--- config.mk ---
export PLATFORM = sky130hd
export DESIGN_NAME = rv_instr_enc
export DESIGN_NICKNAME = d
export VERILOG_FILES = /design/src/rtl/rv_pkg.sv /design/src/rtl/rv_sync_fifo.sv /design/src/rtl/rv_instr_enc.sv
export SDC_FILE = /design/constraint.sdc
export NUM_CORES = 1
export LEC_CHECK = 0
export BUFFER_PORTS_ARGS = -buffer_cell sky130_fd_sc_hd__buf_2
export CORE_ASPECT_RATIO = 2
export CORE_MARGIN = 8
export CORE_UTILIZATION = 40
export DETAILED_ROUTE_END_ITERATION = 8
export GPL_ROUTABILITY_DRIVEN = 0
export PLACE_DENSITY = 0.61
export SYNTH_ARGS = -nofsm -noshare
export SYNTH_HDL_FRONTEND = slang
export SYNTH_HIERARCHICAL = 1
export SYNTH_SLANG_ARGS = --single-unit
--- constraint.sdc ---
create_clock -name clk_i -period 9.3 [get_ports clk_i]
set_clock_uncertainty 0.1 [all_clocks]
set_input_delay 1.86 -clock clk_i [delete_from_list [all_inputs] [get_ports clk_i]]
set_output_delay 1.86 -clock clk_i [all_outputs]
set_load 0.01 [all_outputs]
--- src/rtl/rv_pkg.sv ---
// Shared RV instruction-format constants and the stage-1 record of the instruction encoder.
package rv_pkg;

    localparam logic [1:0] CLS_I   = 2'b00;
    localparam logic [1:0] CLS_S   = 2'b01;
    localparam logic [1:0] CLS_RSV = 2'b10;
    localparam logic [1:0] CLS_B   = 2'b11;

    localparam logic [6:0] OP_LOAD   = 7'b0000011;
    localparam logic [6:0] OP_STORE  = 7'b0100011;
    localparam logic [6:0] OP_BRANCH = 7'b1100011;

    // A legal immediate is a 12-bit signed value, so only its low 12 bits are kept.
    typedef struct packed {
        logic        legal;
        logic [6:0]  opcode;
        logic [2:0]  funct3;
        logic [4:0]  rd;
        logic [4:0]  rs1;
        logic [4:0]  rs2;
        logic [11:0] imm12;
    } s1_t;

endpackage

--- src/rtl/rv_sync_fifo.sv ---
// Synchronous FIFO with registered head (no fall-through); data_o reads 0 while empty.
module rv_sync_fifo #(
    parameter int DATA_W     = 32,
    parameter int FIFO_DEPTH = 2
) (
    input  logic                          clk_i,
    input  logic                          rstn_i,
    input  logic                          push_i,
    input  logic [DATA_W-1:0]             data_i,
    input  logic                          pop_i,
    output logic [DATA_W-1:0]             data_o,
    output logic                          empty_o,
    output logic [$clog2(FIFO_DEPTH):0]   count_o
);
    localparam int PTR_W = $clog2(FIFO_DEPTH);
    localparam int CNT_W = PTR_W + 1;

    logic [DATA_W-1:0] r_mem [FIFO_DEPTH];
    logic [PTR_W-1:0]  r_wr_ptr;
    logic [PTR_W-1:0]  r_rd_ptr;
    logic [CNT_W-1:0]  r_count;
    logic              w_full;
    logic              w_do_push;
    logic              w_do_pop;

    assign empty_o   = (r_count == '0);
    assign w_full    = (r_count == CNT_W'(FIFO_DEPTH));
    assign w_do_pop  = pop_i & ~empty_o;
    // A push into a full FIFO is only taken when the head leaves on the same edge.
    assign w_do_push = push_i & (~w_full | w_do_pop);
    assign data_o    = empty_o ? '0 : r_mem[r_rd_ptr];
    assign count_o   = r_count;

    always_ff @(posedge clk_i) begin
        if (w_do_push) begin
            r_mem[r_wr_ptr] <= data_i;
        end
    end

    always_ff @(posedge clk_i) begin
        if (!rstn_i) begin
            r_wr_ptr <= '0;
            r_rd_ptr <= '0;
            r_count  <= '0;
        end else begin
            if (w_do_push) r_wr_ptr <= r_wr_ptr + PTR_W'(1);
            if (w_do_pop)  r_rd_ptr <= r_rd_ptr + PTR_W'(1);
            case ({w_do_push, w_do_pop})
                2'b10:   r_count <= r_count + CNT_W'(1);
                2'b01:   r_count <= r_count - CNT_W'(1);
                default: r_count <= r_count;
            endcase
        end
    end

endmodule

--- src/rtl/rv_instr_enc.sv ---
// Pipelined RV64 I/S/B instruction encoder: stage-1 register, encode mux, output FIFO,
// and a saturating count of dropped (illegal) requests.
module rv_instr_enc
    import rv_pkg::*;
#(
    parameter int FIFO_DEPTH = 2,
    parameter int ERR_CNT_W  = 8
) (
    input  logic                 clk_i,
    input  logic                 rstn_i,
    input  logic                 in_valid_i,
    output logic                 in_ready_o,
    input  logic [6:0]           opcode_i,
    input  logic [2:0]           funct3_i,
    input  logic [4:0]           rd_i,
    input  logic [4:0]           rs1_i,
    input  logic [4:0]           rs2_i,
    input  logic [63:0]          imm_i,
    output logic                 out_valid_o,
    input  logic                 out_ready_i,
    output logic [31:0]          instr_o,
    output logic                 err_o,
    output logic [ERR_CNT_W-1:0] err_cnt_o
);
    localparam int CNT_W = $clog2(FIFO_DEPTH) + 1;

    // Handshake: a transfer happens on a rising edge where valid and ready are both 1;
    // valid holds its payload until taken, ready may depend combinationally on the far side.
    s1_t                  r_s1;
    logic                 r_s1_valid;
    logic                 r_err;
    logic [ERR_CNT_W-1:0] r_err_cnt;
    logic                 w_legal;
    logic                 w_accept;
    logic                 w_pop;
    logic                 w_drain;
    logic                 w_push;
    logic                 w_fifo_empty;
    logic [CNT_W-1:0]     w_fifo_count;
    logic [31:0]          w_enc;
    logic [31:0]          w_head;

    assign w_legal = (opcode_i[6:5] != CLS_RSV) && (imm_i[63:11] == {53{imm_i[11]}});

    assign out_valid_o = ~w_fifo_empty;
    assign w_pop       = out_valid_o & out_ready_i;
    // Illegal entries are dropped and never wait for FIFO space.
    assign w_drain     = r_s1_valid & (~r_s1.legal | (w_fifo_count < CNT_W'(FIFO_DEPTH)) | w_pop);
    assign w_push      = w_drain & r_s1.legal;
    assign in_ready_o  = ~r_s1_valid | w_drain;
    assign w_accept    = in_valid_i & in_ready_o;

    always_comb begin
        w_enc = '0;
        case (r_s1.opcode[6:5])
            CLS_I: w_enc = {r_s1.imm12, r_s1.rs1, r_s1.funct3, r_s1.rd, r_s1.opcode};
            CLS_S: w_enc = {r_s1.imm12[11:5], r_s1.rs2, r_s1.rs1, r_s1.funct3,
                            r_s1.imm12[4:0], r_s1.opcode};
            CLS_B: w_enc = {r_s1.imm12[11], r_s1.imm12[9:4], r_s1.rs2, r_s1.rs1, r_s1.funct3,
                            r_s1.imm12[3:0], r_s1.imm12[10], r_s1.opcode};
            default: w_enc = '0;
        endcase
    end

    always_ff @(posedge clk_i) begin
        if (!rstn_i) begin
            r_s1_valid <= 1'b0;
            r_s1       <= '0;
            r_err      <= 1'b0;
            r_err_cnt  <= '0;
        end else begin
            if (w_accept) begin
                r_s1_valid   <= 1'b1;
                r_s1.legal   <= w_legal;
                r_s1.opcode  <= opcode_i;
                r_s1.funct3  <= funct3_i;
                r_s1.rd      <= rd_i;
                r_s1.rs1     <= rs1_i;
                r_s1.rs2     <= rs2_i;
                r_s1.imm12   <= imm_i[11:0];
            end else if (w_drain) begin
                r_s1_valid <= 1'b0;
            end
            r_err <= w_drain & ~r_s1.legal;
            if (w_drain && !r_s1.legal && (r_err_cnt != '1)) begin
                r_err_cnt <= r_err_cnt + ERR_CNT_W'(1);
            end
        end
    end

    rv_sync_fifo #(
        .DATA_W     (32),
        .FIFO_DEPTH (FIFO_DEPTH)
    ) u_fifo (
        .clk_i   (clk_i),
        .rstn_i  (rstn_i),
        .push_i  (w_push),
        .data_i  (w_enc),
        .pop_i   (w_pop),
        .data_o  (w_head),
        .empty_o (w_fifo_empty),
        .count_o (w_fifo_count)
    );

    assign instr_o   = w_head;
    assign err_o     = r_err;
    assign err_cnt_o = r_err_cnt;

endmodule

=== Word level (Yosys, flattened, before mapping) ===
Memories as Yosys holds them, arrays and structs flattened. A register that Yosys moved wholly into a read port is not among the register bits.
Cells that the tools add are included.

* Flip-flop bits (word level): 52
* Memory bits (writable): 64
* Input bits: 93
* Output and inout port bits: 43
* Word-level logic and storage cells: 60
* Memories: 1

* Add/subtract/negate cells: 5
* Magnitude comparators: 1
* Eq/ne operators: 8
* Mux-type cells: 9
* Bitwise operators: 15
* Reductions and logical operators: 8

{| class="wikitable"
|+ Memory list
! name !! depth !! bits a word !! read ports !! clocked after Yosys merged registers in !! write ports !! RTL line !! RTL
|-
| u_fifo.r_mem || 2 || 32 || 1 || 1 || 1 || rv_sync_fifo.sv:18 || <nowiki>logic [DATA_W-1:0] r_mem [FIFO_DEPTH];</nowiki>
|}

{| class="wikitable"
|+ Operator list
! operator !! count
|-
| 32-bit case mux with 3 select lines || 1
|-
| 52-bit equality test || 1
|-
| 32-bit two-way mux || 1
|-
| 8-bit by 1-bit adder with 8-bit output (second input constant) || 1
|-
| 8-bit inequality test (second input constant) || 1
|-
| 1-bit bitwise AND || 7
|-
| 2-bit equality test (second input constant) || 3
|-
| 1-bit two-way mux || 6
|-
| 2-bit by 1-bit equality test with 1-bit output (second input constant) || 2
|-
| 2-bit zero test || 2
|-
| 1-bit inverter || 4
|-
| 1-bit OR || 4
|-
| 2-bit case mux with 2 select lines || 1
|-
| 2-bit nonzero test || 2
|-
| 1-bit logical AND || 3
|-
| 1-bit adder (second input constant) || 2
|-
| 2-bit by 1-bit adder with 2-bit output (second input constant) || 1
|-
| 2-bit < comparator (second input constant) || 1
|-
| 2-bit inequality test (second input constant) || 1
|-
| 2-bit by 1-bit subtractor with 2-bit output (second input constant) || 1
|-
| 1-bit zero test || 1
|}

=== Longest topological paths before layout ===
* Word-level depth: 9
* Gate-level depth with buffers: 9
* Depth with buffers taken out: 6

=== Cells and area by module ===
The synthesis kept the hierarchy.

{| class="wikitable"
|+ By module, submodules not included
! module !! times used !! cells an instance !! area an instance (µm²) !! seq. area each (µm²)
|-
| rv_sync_fifo || 1 || 161 || 2651.3 || 2021.9
|-
| rv_instr_enc || 1 || 343 || 2438.6 || 960.9
|}

=== Least setup slack after synthesis ===
Ideal clock, no wire load.

* Path type: input port to flip-flop
* Start: input out_ready_i
* End: memory u_fifo.r_mem[0][0], enable pin
* Library setup time: 0.421 ns
* Data arrival time: 3.760 ns
* Data required time: 8.779 ns
* Slack: 5.019 ns
* Stages: 4
* Path buffers: 0
* Cell sequence: nand2b_1 -> a21oi_1 -> o31ai_4 -> nor2_1

* Longest elaborated chain between the ends: 7
* Elaborated cells between the ends (all ways): 9
* Those cells by class: mux (2); bitwise (7)

{| class="wikitable"
|+ RTL lines
! element !! RTL line !! RTL
|-
| start, declared || rv_instr_enc.sv:20 || <nowiki>input logic out_ready_i,</nowiki>
|-
| 1-bit bitwise AND || rv_instr_enc.sv:46 || <nowiki>assign w_pop = out_valid_o & out_ready_i;</nowiki>
|-
| 1-bit OR || rv_instr_enc.sv:48 || <nowiki>assign w_drain = r_s1_valid & (~r_s1.legal | (w_fifo_count < CNT_W'(FIFO_DEPTH)) | w_pop);</nowiki>
|-
| 1-bit bitwise AND || rv_instr_enc.sv:48 ||
|-
| 1-bit bitwise AND || rv_instr_enc.sv:49 || <nowiki>assign w_push = w_drain & r_s1.legal;</nowiki>
|-
| named net w_push || rv_instr_enc.sv:37 || <nowiki>logic w_push;</nowiki>
|-
| 1-bit bitwise AND || rv_sync_fifo.sv:30 || <nowiki>assign w_do_push = push_i & (~w_full | w_do_pop);</nowiki>
|-
| 1-bit two-way mux || rv_sync_fifo.sv:35 || <nowiki>if (w_do_push) begin</nowiki>
|-
| 1-bit two-way mux (not written as such) || rv_sync_fifo.sv:36 || <nowiki>r_mem[r_wr_ptr] <= data_i;</nowiki>
|-
| end, declared || rv_sync_fifo.sv:18 ||
|}

The timed path passes the listed nets, and every way through them passes these cells.

=== Worst setup path after layout ===
* Start: input out_ready_i
* End: output in_ready_o

* Longest elaborated chain between the ends: 4

{| class="wikitable"
|+ RTL lines
! element !! RTL line !! RTL
|-
| 1-bit bitwise AND || rv_instr_enc.sv:46 ||
|-
| 1-bit OR || rv_instr_enc.sv:48 ||
|-
| 1-bit bitwise AND || rv_instr_enc.sv:48 ||
|-
| 1-bit OR || rv_instr_enc.sv:50 || <nowiki>assign in_ready_o = ~r_s1_valid | w_drain;</nowiki>
|-
| end, declared || rv_instr_enc.sv:12 || <nowiki>output logic in_ready_o,</nowiki>
|}

Every way passes these cells.

==> metrics.yaml <==
timing:
  slew_violations: 0
  worst_slew_pin_slew_ns: 1.129
  final.setup.tns_ns: 0
  final.period_utilization_pct: 46.90
  finalSetupViolations: 0
  rsz0062_at_grt: "false"
  maxClockFrequency_mhz: 229.3
  fin_crit_ns: 4.362
  slew_headroom_pct: 24.64
  finalHoldViolations: 0
cts:
  cts_tree: "built"
  htreeDepth: 4
  clk_pin_slew_worst_paths_ns: 0.05
  cts.sinks: 117
  clk_path_buf_depth: 2
  cts_root_buffer: "clkbuf_16"
  clk_latency_ns: 0.40
  postCtsHoldBufs: 0
  cts_setup_buffers: 0
  postCtsResizedCells: 0
  cts_buffers: 17
run_status:
  status: "finished, final reports clean"
global_routing:
  grt_overflow: 0
  antenna_found_initial: 0
  grt_max_degree: 47
  grt_use_met2_pct: 27.06
  grt_pass1_vias: 4311
  grt_pass1_wl_um: 19920
  grt_use_total_pct: 15.25
  busiest_layer: "met2"
  met1_usage_pct: 15.00
  use_met3_pct: 6.501
placed_design:
  placed_cells: 764
  numPortBuffers: 135
  hpwl_um: 8972
floorplanning:
  initial_core_util_pct: 40.78
  coreArea_um2: 12480
  rows: 58
  die_w_um: 95.77
  ios: 136
  die-height_um: 175.5
  fp.dieArea_um2: 16810
route:
  drt_iter0_markers: 215
  ant_nets: 0
  first_pass_iters: 4
  wl_um: 12310
  wl_per_cell_um: 15.47
  vias: 4052
  vias_per_cell: 5.090
  route.detailed.drc: 0
setup_path:
  max_stage_delay_ns: 0.19
  required_ns: 7.34
  crit_slowest_cell: "buf_2"
  critPathMostFrequentCell: "buf_2"
  end_kind: "output port"
  path_buf_inv: 2
  cp_top_family: "buffers and inverters"
  path_cells: "buf_2 > nand2b_1 > nand4_1 > buf_2"
  worstSetupPathType: "primary input to output port"
  crit_path_max_fanout: 4
  cp.arrival_ns: 2.40
  ff2ff_setup_slack_ns: 6.67
  startpoint_type: "primary input"
pwr:
  powerDensity_nw_per_um2: 199.9
  peakVddDrop_uv: 129.3
  p_leak_nw: 2.548
finish:
  nets: 727
  layoutNonFillerInstCount: 796
  syn_to_final_growth_pct: 27.21
  layout_common_cells: "buf_2 (135), nand2_1 (92), edfxtp_1 (64)"
  final_common_cell: "buf_2"
  antenna_cells: 0
  drive_gt1_share_pct: 27.40
synthesis:
  ys_seq_area_share_pct: 58.60
  ys_seq_elements: 117
  synth_area_um2: 5090
  postSynthAreaPerCell_um2: 10.10
  postSynth.asyncResetShare_pct: 0
  synth_edf_count: 64
  ys_types: 39
  ys.flop_type: "edfxtp_1"
  syn-num-nets: 598
  synthCells: 504
  yosys_warnings: 6
flow_run:
  max-cap-violations: 0
worst_hold_path:
  hold_path_class: "flip-flop to flip-flop"
-- report_power, final --
part	total, mW	switching [mW]	leakage, nW	internal, mW
clock	0.666	0.221	0.294	0.446
sequential	0.565	0.00962	1.02	0.555
combinational	0.0629	0.0347	1.23	0.0282
-- worst reg2reg max path, cell delays in order (launching register included) --
cell      delay [ns]
dfxtp_1         0.48
nor2_2          0.10
nand2b_1        0.18
a21oi_1         0.40
o31ai_4         0.20
nor2_4          0.77
-- area by class of cell --
type	count	area, um2
Fill cell	1183	6007
Clock buffer	18	429.2
Inverter	12	45.04
Sequential cell	117	2984
Timing Repair Buffer	138	698.2
Multi-Input combinational cell	347	1947
Clock inverter	14	183.9
Tap cell	150	187.7
-- worst paths after layout --
kind,startpoint,to,depth (start not counted)
setup / recovery,out_ready_i,in_ready_o,4
hold / removal,r_s1[20],r_s1[20],2
setup reg to reg,u_fifo/count_o[1],u_fifo/r_mem[0][6],5
hold reg to reg,r_s1[20],r_s1[20],2
-- logic make-up (layout without fill, tap and decap cells) --
| kind of cell | count (synthesis) | after routing | share of synthesized area [%] |
|---|---|---|---|
| AO/OA/AOI/OAI | 72 | 72 | 8.063 |
| XOR/XNOR | 7 | 7 | 1.205 |
| adder cells (fa/ha/maj) | 1 | 1 | 0.2458 |
| buffers and inverters | 40 | 182 | 3.490 |
| flip-flops | 117 | 117 | 58.60 |
| multiplexers | 41 | 41 | 8.087 |
| AND/OR/NAND/NOR | 226 | 226 | 20.30 |
-- per-layer routing --
layer	share of wire, %	wire length, um
met4	1.7	212
met1	38	4670
met2	53	6576
met3	6.9	853
met5	0	0
-- synthesized netlist by cell type (all sizes together) (2+ instances only) --
cell type	number	area (um2)
a21oi	41	205.2
a31oi	5	37.53
and2	19	118.9
and3	2	12.51
buf	12	72.56
clkbuf	16	60.06
dfxtp	53	1061
edfxtp	64	1922
inv	12	45.04
mux2i	40	400.4
nand2	92	345.3
nand2b	9	56.30
nand3	20	100.1
nand4	10	62.56
nor2	49	186.4
nor2b	2	12.51
nor3	10	50.05
nor4	6	37.54
o21ai	20	100.1
or3	2	12.51
or4	4	30.03
xnor2	4	35.03
xor2	3	26.28
-- through the flow --
stage	area, um2	hold slack (ns)	total power [mW]	utilization (%)	setup WS [ns]
after floorplan	5090	0.3317	0.6047	-	5.019
after global placement	5862	0.3373	0.6358	46.96	4.941
after global routing	6475	0.3674	1.340	51.87	4.874
final	6475	0.3515	1.294	51.87	4.938
after detailed placement	5862	0.3427	0.6387	46.96	4.934
after CTS	6475	0.3501	1.307	51.87	4.937
-- state kept, by name (all words and copies together), names as in the netlist, named ones only --
register	flops
err_cnt_o	8
err_o	1
r_s1	38
r_s1_valid	1
u_fifo/count_o	2
u_fifo/r_mem	64
u_fifo/r_rd_ptr	1
u_fifo/r_wr_ptr	1
No activity file was read; power rests on OpenSTA's default activity.
